--- src/rtl/fft_output_unloader.sv ---
// Two-bank ping-pong unloader: captures 32 parallel FFT bins per load strobe and streams them out over valid/ready.
// Define FFT_OUT_BITREV_EN to emit bins in 5-bit bit-reversed order (o_index carries the reversed bin number).
module fft_output_unloader #(
  parameter int p_outputBits = 32,
  parameter int p_points     = 32,
  parameter int p_dropBits   = 8
) (
  input  logic                    CLK,
  input  logic                    RST,
  input  logic                    i_load,
  input  logic [p_outputBits-1:0] i_X0,
  input  logic [p_outputBits-1:0] i_X1,
  input  logic [p_outputBits-1:0] i_X2,
  input  logic [p_outputBits-1:0] i_X3,
  input  logic [p_outputBits-1:0] i_X4,
  input  logic [p_outputBits-1:0] i_X5,
  input  logic [p_outputBits-1:0] i_X6,
  input  logic [p_outputBits-1:0] i_X7,
  input  logic [p_outputBits-1:0] i_X8,
  input  logic [p_outputBits-1:0] i_X9,
  input  logic [p_outputBits-1:0] i_X10,
  input  logic [p_outputBits-1:0] i_X11,
  input  logic [p_outputBits-1:0] i_X12,
  input  logic [p_outputBits-1:0] i_X13,
  input  logic [p_outputBits-1:0] i_X14,
  input  logic [p_outputBits-1:0] i_X15,
  input  logic [p_outputBits-1:0] i_X16,
  input  logic [p_outputBits-1:0] i_X17,
  input  logic [p_outputBits-1:0] i_X18,
  input  logic [p_outputBits-1:0] i_X19,
  input  logic [p_outputBits-1:0] i_X20,
  input  logic [p_outputBits-1:0] i_X21,
  input  logic [p_outputBits-1:0] i_X22,
  input  logic [p_outputBits-1:0] i_X23,
  input  logic [p_outputBits-1:0] i_X24,
  input  logic [p_outputBits-1:0] i_X25,
  input  logic [p_outputBits-1:0] i_X26,
  input  logic [p_outputBits-1:0] i_X27,
  input  logic [p_outputBits-1:0] i_X28,
  input  logic [p_outputBits-1:0] i_X29,
  input  logic [p_outputBits-1:0] i_X30,
  input  logic [p_outputBits-1:0] i_X31,
  output logic                    o_loadReady,
  output logic                    o_valid,
  input  logic                    i_ready,
  output logic [p_outputBits-1:0] o_data,
  output logic [4:0]              o_index,
  output logic                    o_last,
  output logic                    o_overrun,
  output logic [p_dropBits-1:0]   o_dropCount
);

  localparam int unsigned P_N   = p_points;
  localparam int          IDX_W = $clog2(p_points);

  logic [p_outputBits-1:0] x_in [P_N];
  logic [p_outputBits-1:0] bank [2][P_N];
  logic [1:0]              full, full_next;
  logic                    wb, rb;
  logic [IDX_W-1:0]        cnt;
  logic [IDX_W-1:0]        idx;
  logic                    load_accept, beat, last_beat;

  assign x_in[0]  = i_X0;   assign x_in[1]  = i_X1;   assign x_in[2]  = i_X2;   assign x_in[3]  = i_X3;
  assign x_in[4]  = i_X4;   assign x_in[5]  = i_X5;   assign x_in[6]  = i_X6;   assign x_in[7]  = i_X7;
  assign x_in[8]  = i_X8;   assign x_in[9]  = i_X9;   assign x_in[10] = i_X10;  assign x_in[11] = i_X11;
  assign x_in[12] = i_X12;  assign x_in[13] = i_X13;  assign x_in[14] = i_X14;  assign x_in[15] = i_X15;
  assign x_in[16] = i_X16;  assign x_in[17] = i_X17;  assign x_in[18] = i_X18;  assign x_in[19] = i_X19;
  assign x_in[20] = i_X20;  assign x_in[21] = i_X21;  assign x_in[22] = i_X22;  assign x_in[23] = i_X23;
  assign x_in[24] = i_X24;  assign x_in[25] = i_X25;  assign x_in[26] = i_X26;  assign x_in[27] = i_X27;
  assign x_in[28] = i_X28;  assign x_in[29] = i_X29;  assign x_in[30] = i_X30;  assign x_in[31] = i_X31;

  function automatic logic [IDX_W-1:0] idx_of(input logic [IDX_W-1:0] c);
`ifdef FFT_OUT_BITREV_EN
    return {<<{c}};
`else
    return c;
`endif
  endfunction

  assign idx         = idx_of(cnt);
  assign o_valid     = full[rb];
  assign o_loadReady = ~full[wb];
  assign o_index     = idx;
  assign o_data      = bank[rb][idx];
  assign o_last      = o_valid & (cnt == IDX_W'(P_N - 1));

  // Accept/drop is decided on full[wb] before this cycle's drain clears a bank.
  assign load_accept = i_load & ~full[wb];
  assign beat        = o_valid & i_ready;
  assign last_beat   = beat & (cnt == IDX_W'(P_N - 1));

  always_comb begin
    full_next = full;
    if (load_accept) full_next[wb] = 1'b1;
    if (last_beat)   full_next[rb] = 1'b0;
  end

  always_ff @(posedge CLK) begin
    if (!RST) begin
      for (int unsigned i = 0; i < P_N; i++) begin
        bank[0][IDX_W'(i)] <= '0;
        bank[1][IDX_W'(i)] <= '0;
      end
      full        <= '0;
      wb          <= 1'b0;
      rb          <= 1'b0;
      cnt         <= '0;
      o_overrun   <= 1'b0;
      o_dropCount <= '0;
    end else begin
      o_overrun <= 1'b0;
      if (load_accept) begin
        for (int unsigned i = 0; i < P_N; i++) bank[wb][IDX_W'(i)] <= x_in[i];
        wb <= ~wb;
      end else if (i_load) begin
        o_overrun <= 1'b1;
        if (o_dropCount != '1) o_dropCount <= o_dropCount + 1'b1;
      end
      if (beat) cnt <= cnt + 1'b1;
      if (last_beat) rb <= ~rb;
      full <= full_next;
    end
  end

endmodule

--- config.mk ---
export PLATFORM = sky130hd
export DESIGN_NAME = fft_output_unloader
export DESIGN_NICKNAME = d
export VERILOG_FILES = /design/src/rtl/fft_output_unloader.sv
export SDC_FILE = /design/constraint.sdc
export NUM_CORES = 2
export LEC_CHECK = 0
export CAP_MARGIN = 10
export CORE_UTILIZATION = 32
export DETAILED_ROUTE_END_ITERATION = 10
export GPL_TIMING_DRIVEN = 0
export HOLD_SLACK_MARGIN = 0.03
export SKIP_LAST_GASP = 1
export SLEW_MARGIN = 15
export SYNTH_ARGS = -nofsm -noshare
export SYNTH_HDL_FRONTEND = slang
export SYNTH_SLANG_ARGS = --single-unit
--- constraint.sdc ---
create_clock -name CLK -period 50.2 [get_ports CLK]
set_input_delay 5.02 -clock CLK [delete_from_list [all_inputs] [get_ports CLK]]
set_output_delay 5.02 -clock CLK [all_outputs]
set_load 0.005 [all_outputs]
==> After elaboration in Yosys (flattened, before gate mapping) <==
Memories as Yosys holds them, arrays and structs flattened. A register that Yosys moved wholly into a read port is not among the register bits.
Index checks and enable logic that the tools add are counted.
Widths: inputs -> output; s select.
{ "classes": {"add_sub_neg": 2, "mul": 0, "div_mod_pow": 0, "order_cmp": 5, "n_eq_ne": 2, "shift": 0, "n_mux": 23, "bitwise_logic": 13, "n_reduce_logical": 5} }
{ "op_table": {"columns": ["op", "n"], "rows": [
  ["$mux 1024", 1],
  ["$reduce_or 1024->1", 1],
  ["$bmux 32 s5", 1],
  ["$mux 32", 2],
  ["$mux 1", 15],
  ["$add 8x1->8 const B", 1],
  ["$ne 8x8->1 const B", 1],
  ["$ge 6x6->1 const B", 1],
  ["$not 5->6", 1],
  ["$add 5x1->5 const B", 1],
  ["$eq 5x5->1 const B", 1],
  ["$not 1->1", 5],
  ["$and 1x1->1", 4],
  ["$lt 1x2->1 const B", 2],
  ["$mux 2", 2],
  ["$reduce_and 3->1", 1],
  ["$and 2x2->2", 1],
  ["$demux 1 s1", 2],
  ["$ge 1x1->1 const B", 2],
  ["$logic_and 1x1->1", 2],
  ["$not 2->2", 1],
  ["$or 2x2->2", 1],
  ["$reduce_or 2->1", 1]
]} }
{ "totals": {"reg_bits": 18, "latch_bits": 0, "ram_bits": 2048, "romBits": 0, "out_inout_bits": 49, "mem_count": 1} }
{ "memory_table": {"columns": ["memory", "depth", "word_bits", "read_ports", "rd_clocked_by_memory_dff", "wr", "line", "text"], "rows": [
  ["bank", 2, 1024, 1, 1, 2, "57", "logic [p_outputBits-1:0] bank [2][P_N];"]
]} }

==> Depth between registers and ports, before layout <==
{ "logic_depth": {"depth_word": 9, "mapped_depth": 10, "mapped_depth_nobuf": 7} }

==> Worst setup path after synthesis <==
No wires, ideal clock.
{ "synth_timing": {"kind": "input -> register", "from": "in i_load", "to": "mem bank[1][0] (netlist bit), enable pin", "setup_ns": 1.588, "arrival_ns": 30.158, "required_ns": 48.612, "setup_slack_ns": 18.454, "path_stages": 5, "n_path_buf": 2, "path_cell_list": "nand2_1 -> nor3b_1 -> clkbuf_1 -> clkbuf_1 -> nand2b_1"} }
{ "synth_rtl": {"columns": ["item", "line", "text"], "rows": [
  ["from (decl)", "10", "input logic i_load,"],
  ["to (decl)", "57", null]
]} }

==> Worst setup path after layout <==
{ "layout_timing": {"from": "reg cnt[0], in the netlist o_index[0]", "to": "out o_data[22]"} }
{ "layout_between": {"elab_chain_len": 4} }
{ "layout_rtl": {"columns": ["item", "line", "text"], "rows": [
  ["from (decl)", "60", "logic [IDX_W-1:0] cnt;"],
  ["from (signal assigned)", "120", "if (beat) cnt <= cnt + 1'b1;"],
  ["$not 5->6 (implied by the code)", "85", "assign o_data = bank[rb][idx];"],
  ["$bmux 32 s5", "85", null],
  ["$mux 32 (implied by the code) (2 in series)", "85", null],
  ["to (decl)", "46", "output logic [p_outputBits-1:0] o_data,"]
]} }
No other way between the ends. The select of a mux whose other input is x is not followed.

==> qor.json <==
{
  "grt": {
    "grt_start_max_net_pins": 57,
    "number_of_global_route_vias_before_repair": 59000,
    "grt_pass1_wl_um": 562000,
    "grt_remaining_overflow": 0,
    "grt_antenna_before_repair": 185,
    "grt.total_usage_pct": 29.6
  },
  "logic_synthesis": {
    "yosysSeqAreaShare_pct": 67.0,
    "synth_top_area_share_pct": 66.6,
    "netlist_top_cells_count": "and2_1, edfxtp_1, mux4_2",
    "compound_gate_fraction_of_synth_area_pct": 1.79,
    "synth_simple_gate_area_share_pct": 14.6,
    "synth.mux.area_fraction_pct": 14.5,
    "synthesis.nets": 6649,
    "synth_most_common_cell": "and2_1",
    "synth_enable_flop_cells": 2048,
    "synth_top_cells_by_area": "edfxtp_1, and2_1, mux4_2, mux2i_1, clkbuf_1",
    "ffs_latches_synth": 2067,
    "postSynth.asyncResetShare_pct": 0,
    "post_synth.cell_area_avg_um2": 16.4,
    "postSynth.topFlopCell": "edfxtp_1",
    "postSynthCellCount": 5618,
    "synthAdderAreaFrac_pct": 0.0407,
    "synth_top_family_by_area": "simple AND/OR/NAND/NOR gates",
    "synth.lib_cells_used.distinct": 46,
    "yosys_warnings": 0,
    "netlist_area_mm2": 0.0923,
    "post-synth-top-area-cell": "edfxtp_1",
    "post_synth_xor_area_fraction_pct": 0.0854
  },
  "clock_tree": {
    "clock_latency_ns": 0.92,
    "max-clock-path-buffers": 4,
    "cts_hold_buffers": 0,
    "root_buffer": "clkbuf_16",
    "cts.sinks": 2067,
    "cts_inserted_buffers": 229,
    "cts.clk_slew.worst_paths_ns": 0.06,
    "htreeDepth": 4,
    "post_cts.resized_instances": 0,
    "cts_tree": "yes",
    "post-cts-setup-buffer-count": 0
  },
  "drt": {
    "number_of_drc_violations_after_detailed_routing": 0,
    "vias": 60600,
    "antenna_left": 0,
    "avgRoutedWirePerCell_um": 39.8,
    "detail_route.vias_per_cell": 5.49,
    "drt_iter0_markers": 9134,
    "first_pass_iters": 6,
    "drt-total-wl_um": 439000
  },
  "power": {
    "irDropWorstVdd_mv": 0.0283,
    "powerDensity_mw_per_mm2": 36.3,
    "power_leakage_nw": 41.5
  },
  "run_status": {
    "result_of_the_run": "finished, final reports clean"
  },
  "critical_path": {
    "criticalPathCategory": "reg2out",
    "critical_path_at_ns": 6.64,
    "critical_path.max_fanout": 10,
    "timing.reg2reg.setup_slack_ns": 45.66,
    "worstSetupEndpoint": "o_data[22]",
    "critical_path_required_ns": 45.18,
    "reg2reg_launch_point": "wb",
    "kind_of_end_point_of_the_critical_path": "output pin",
    "worstRegToRegCells": 10,
    "critical_path.reg2reg.endpoint": "bank[1][15]",
    "sort_of_element_at_the_start_of_the_critical_path": "flop",
    "worstSetupStartpoint": "o_index[0]"
  },
  "die": {
    "start_util_pct": 32.3,
    "rows": 196,
    "fp.dieArea_mm2": 0.291,
    "die_width_um": 539,
    "fp.dieH_um": 539,
    "core_mm2": 0.286,
    "boundaryPins": 1077
  },
  "timing": {
    "worst_margin_pin_slew_ns": 1.37,
    "worst_clock_skew_ns": 0.0321,
    "hold_slack_ns": 0.519,
    "timing.final.crit_share_pct": 23.2,
    "timing.max_slew.rel_slack_pct": 8.98,
    "hold_violations": 0,
    "maxSlewViolCount": 0,
    "max_freq_ghz": 0.0858,
    "tns_ns": 0,
    "final_critical_path_time_including_i_o_delays_and_setup_ns": 11.66,
    "layout_setup_ws_ns": 38.54,
    "unrepaired_setup_endpoints_after_global_routing": "false",
    "report.final.setup_viol": 0
  },
  "cells_and_area": {
    "post_route_cells_drive_above_1_share_pct": 15.6,
    "layout-area-overhead-vs-synth_pct": 27.0,
    "numnets_final": 8022,
    "finish.instance_area_mm2": 0.117,
    "final_core_util_pct": 41.0
  },
  "worst_hold_path": {
    "hold_crit_path_type": "reg2reg",
    "hold_crit_depth": 2
  },
  "placement": {
    "dp_hpwl_um": 337000,
    "detailed_place.area_mm2": 0.110,
    "placement.setup.worst_slack_ns": 39.45,
    "io_buffers": 1076,
    "place_congestion": 0.888
  },
  "run": {
    "drv_cap": 0
  }
}
[layer usage]
layer  share of wire [%]  global-route usage [%]
met1                  38                    39.2
met3                  11                    6.61
met5               0.083                       0
met4                 5.5                    14.2
met2                  45                    46.2
[state kept, by name, summed over array words and instances (netlist names), named ones only]
name	count
o_dropCount	8
rb	1
wb	1
bank	2048
o_overrun	1
o_index	5
full	2
[through the flow]
| stage | instances | power (W) |
|---|---|---|
| after floorplan | 5618 | 0.00238 |
| after global placement | 10500 | 0.00275 |
| after detailed placement | 10500 | 0.00257 |
| after CTS | 10900 | 0.00426 |
| after global routing | 11000 | 0.00434 |
| final | 11000 | 0.00425 |
[cell usage in the layout, fill, tap and decap left out, drive strengths merged, types with 8 or more instances in the layout]
cell,instances
buf,184
clkdlybuf4s50,1076
mux2i,151
o311ai,8
clkbuf,565
a21oi,47
and2,2051
edfxtp,2048
dfxtp,19
nand2,21
o22ai,110
clkinv,110
a21o,9
inv,9
mux2,60
mux4,498
nand2b,10
a221o,28
and3,9
clkinvlp,10
diode,84
bufinv,25
nor2,55
o221ai,25
[how the worst min path moves through the flow]
stage,from,to
6_report,o_dropCount[5],o_dropCount[5]
5_1_grt,o_dropCount[5],o_dropCount[5]
4_1_cts,o_dropCount[5],o_dropCount[5]
3_5_place_dp,o_dropCount[5],o_dropCount[5]
3_3_place_gp,o_dropCount[7],o_dropCount[7]
2_1_floorplan,o_dropCount[7],o_dropCount[7]
[cell type report]
class	instances	area (um2)
well taps	3762	4710
flip-flops and latches	2067	61900
plain buffers	411	1910
fillers	25900	169000
inverters	2	7.51
clock inverters	152	1550
repair buffers	1142	12400
clock buffers	272	5960
diodes	84	210
multi-input cells	3138	28600
[cells by family (layout without fill, tap and decap cells)]
| kind of cell | count (synthesis) | count (layout) |
|---|---|---|
| AOI/OAI and AO/OA | 240 | 240 |
| xor gates and xnor gates | 9 | 9 |
| adders and majority gates | 3 | 3 |
| buffers and inverters | 413 | 1979 |
| DFF | 2067 | 2067 |
| muxes | 709 | 709 |
| other | 0 | 84 |
| and+or+nand+nor | 2177 | 2177 |
[power by group]
group	internal (W)	total, W	switching, W
logic	0.000193	0.000483	0.000290
clock network	0.000977	0.00172	0.000739
registers	0.00203	0.00205	0.0000288
total	0.00320	0.00425	0.00106
[critical path, cell delays in order, from the launching register on]
cell and delay [ns]:
dfxtp_1 0.45, buf_2 0.40, buf_2 0.85, buf_2 0.77, nand2_1 0.61, clkbuf_2 0.56
o22ai_1 0.39, nor2_1 0.23, a21oi_1 0.57, nor2_1 0.29, clkdlybuf4s50_1 0.54
(Power assumes the default switching activity.)
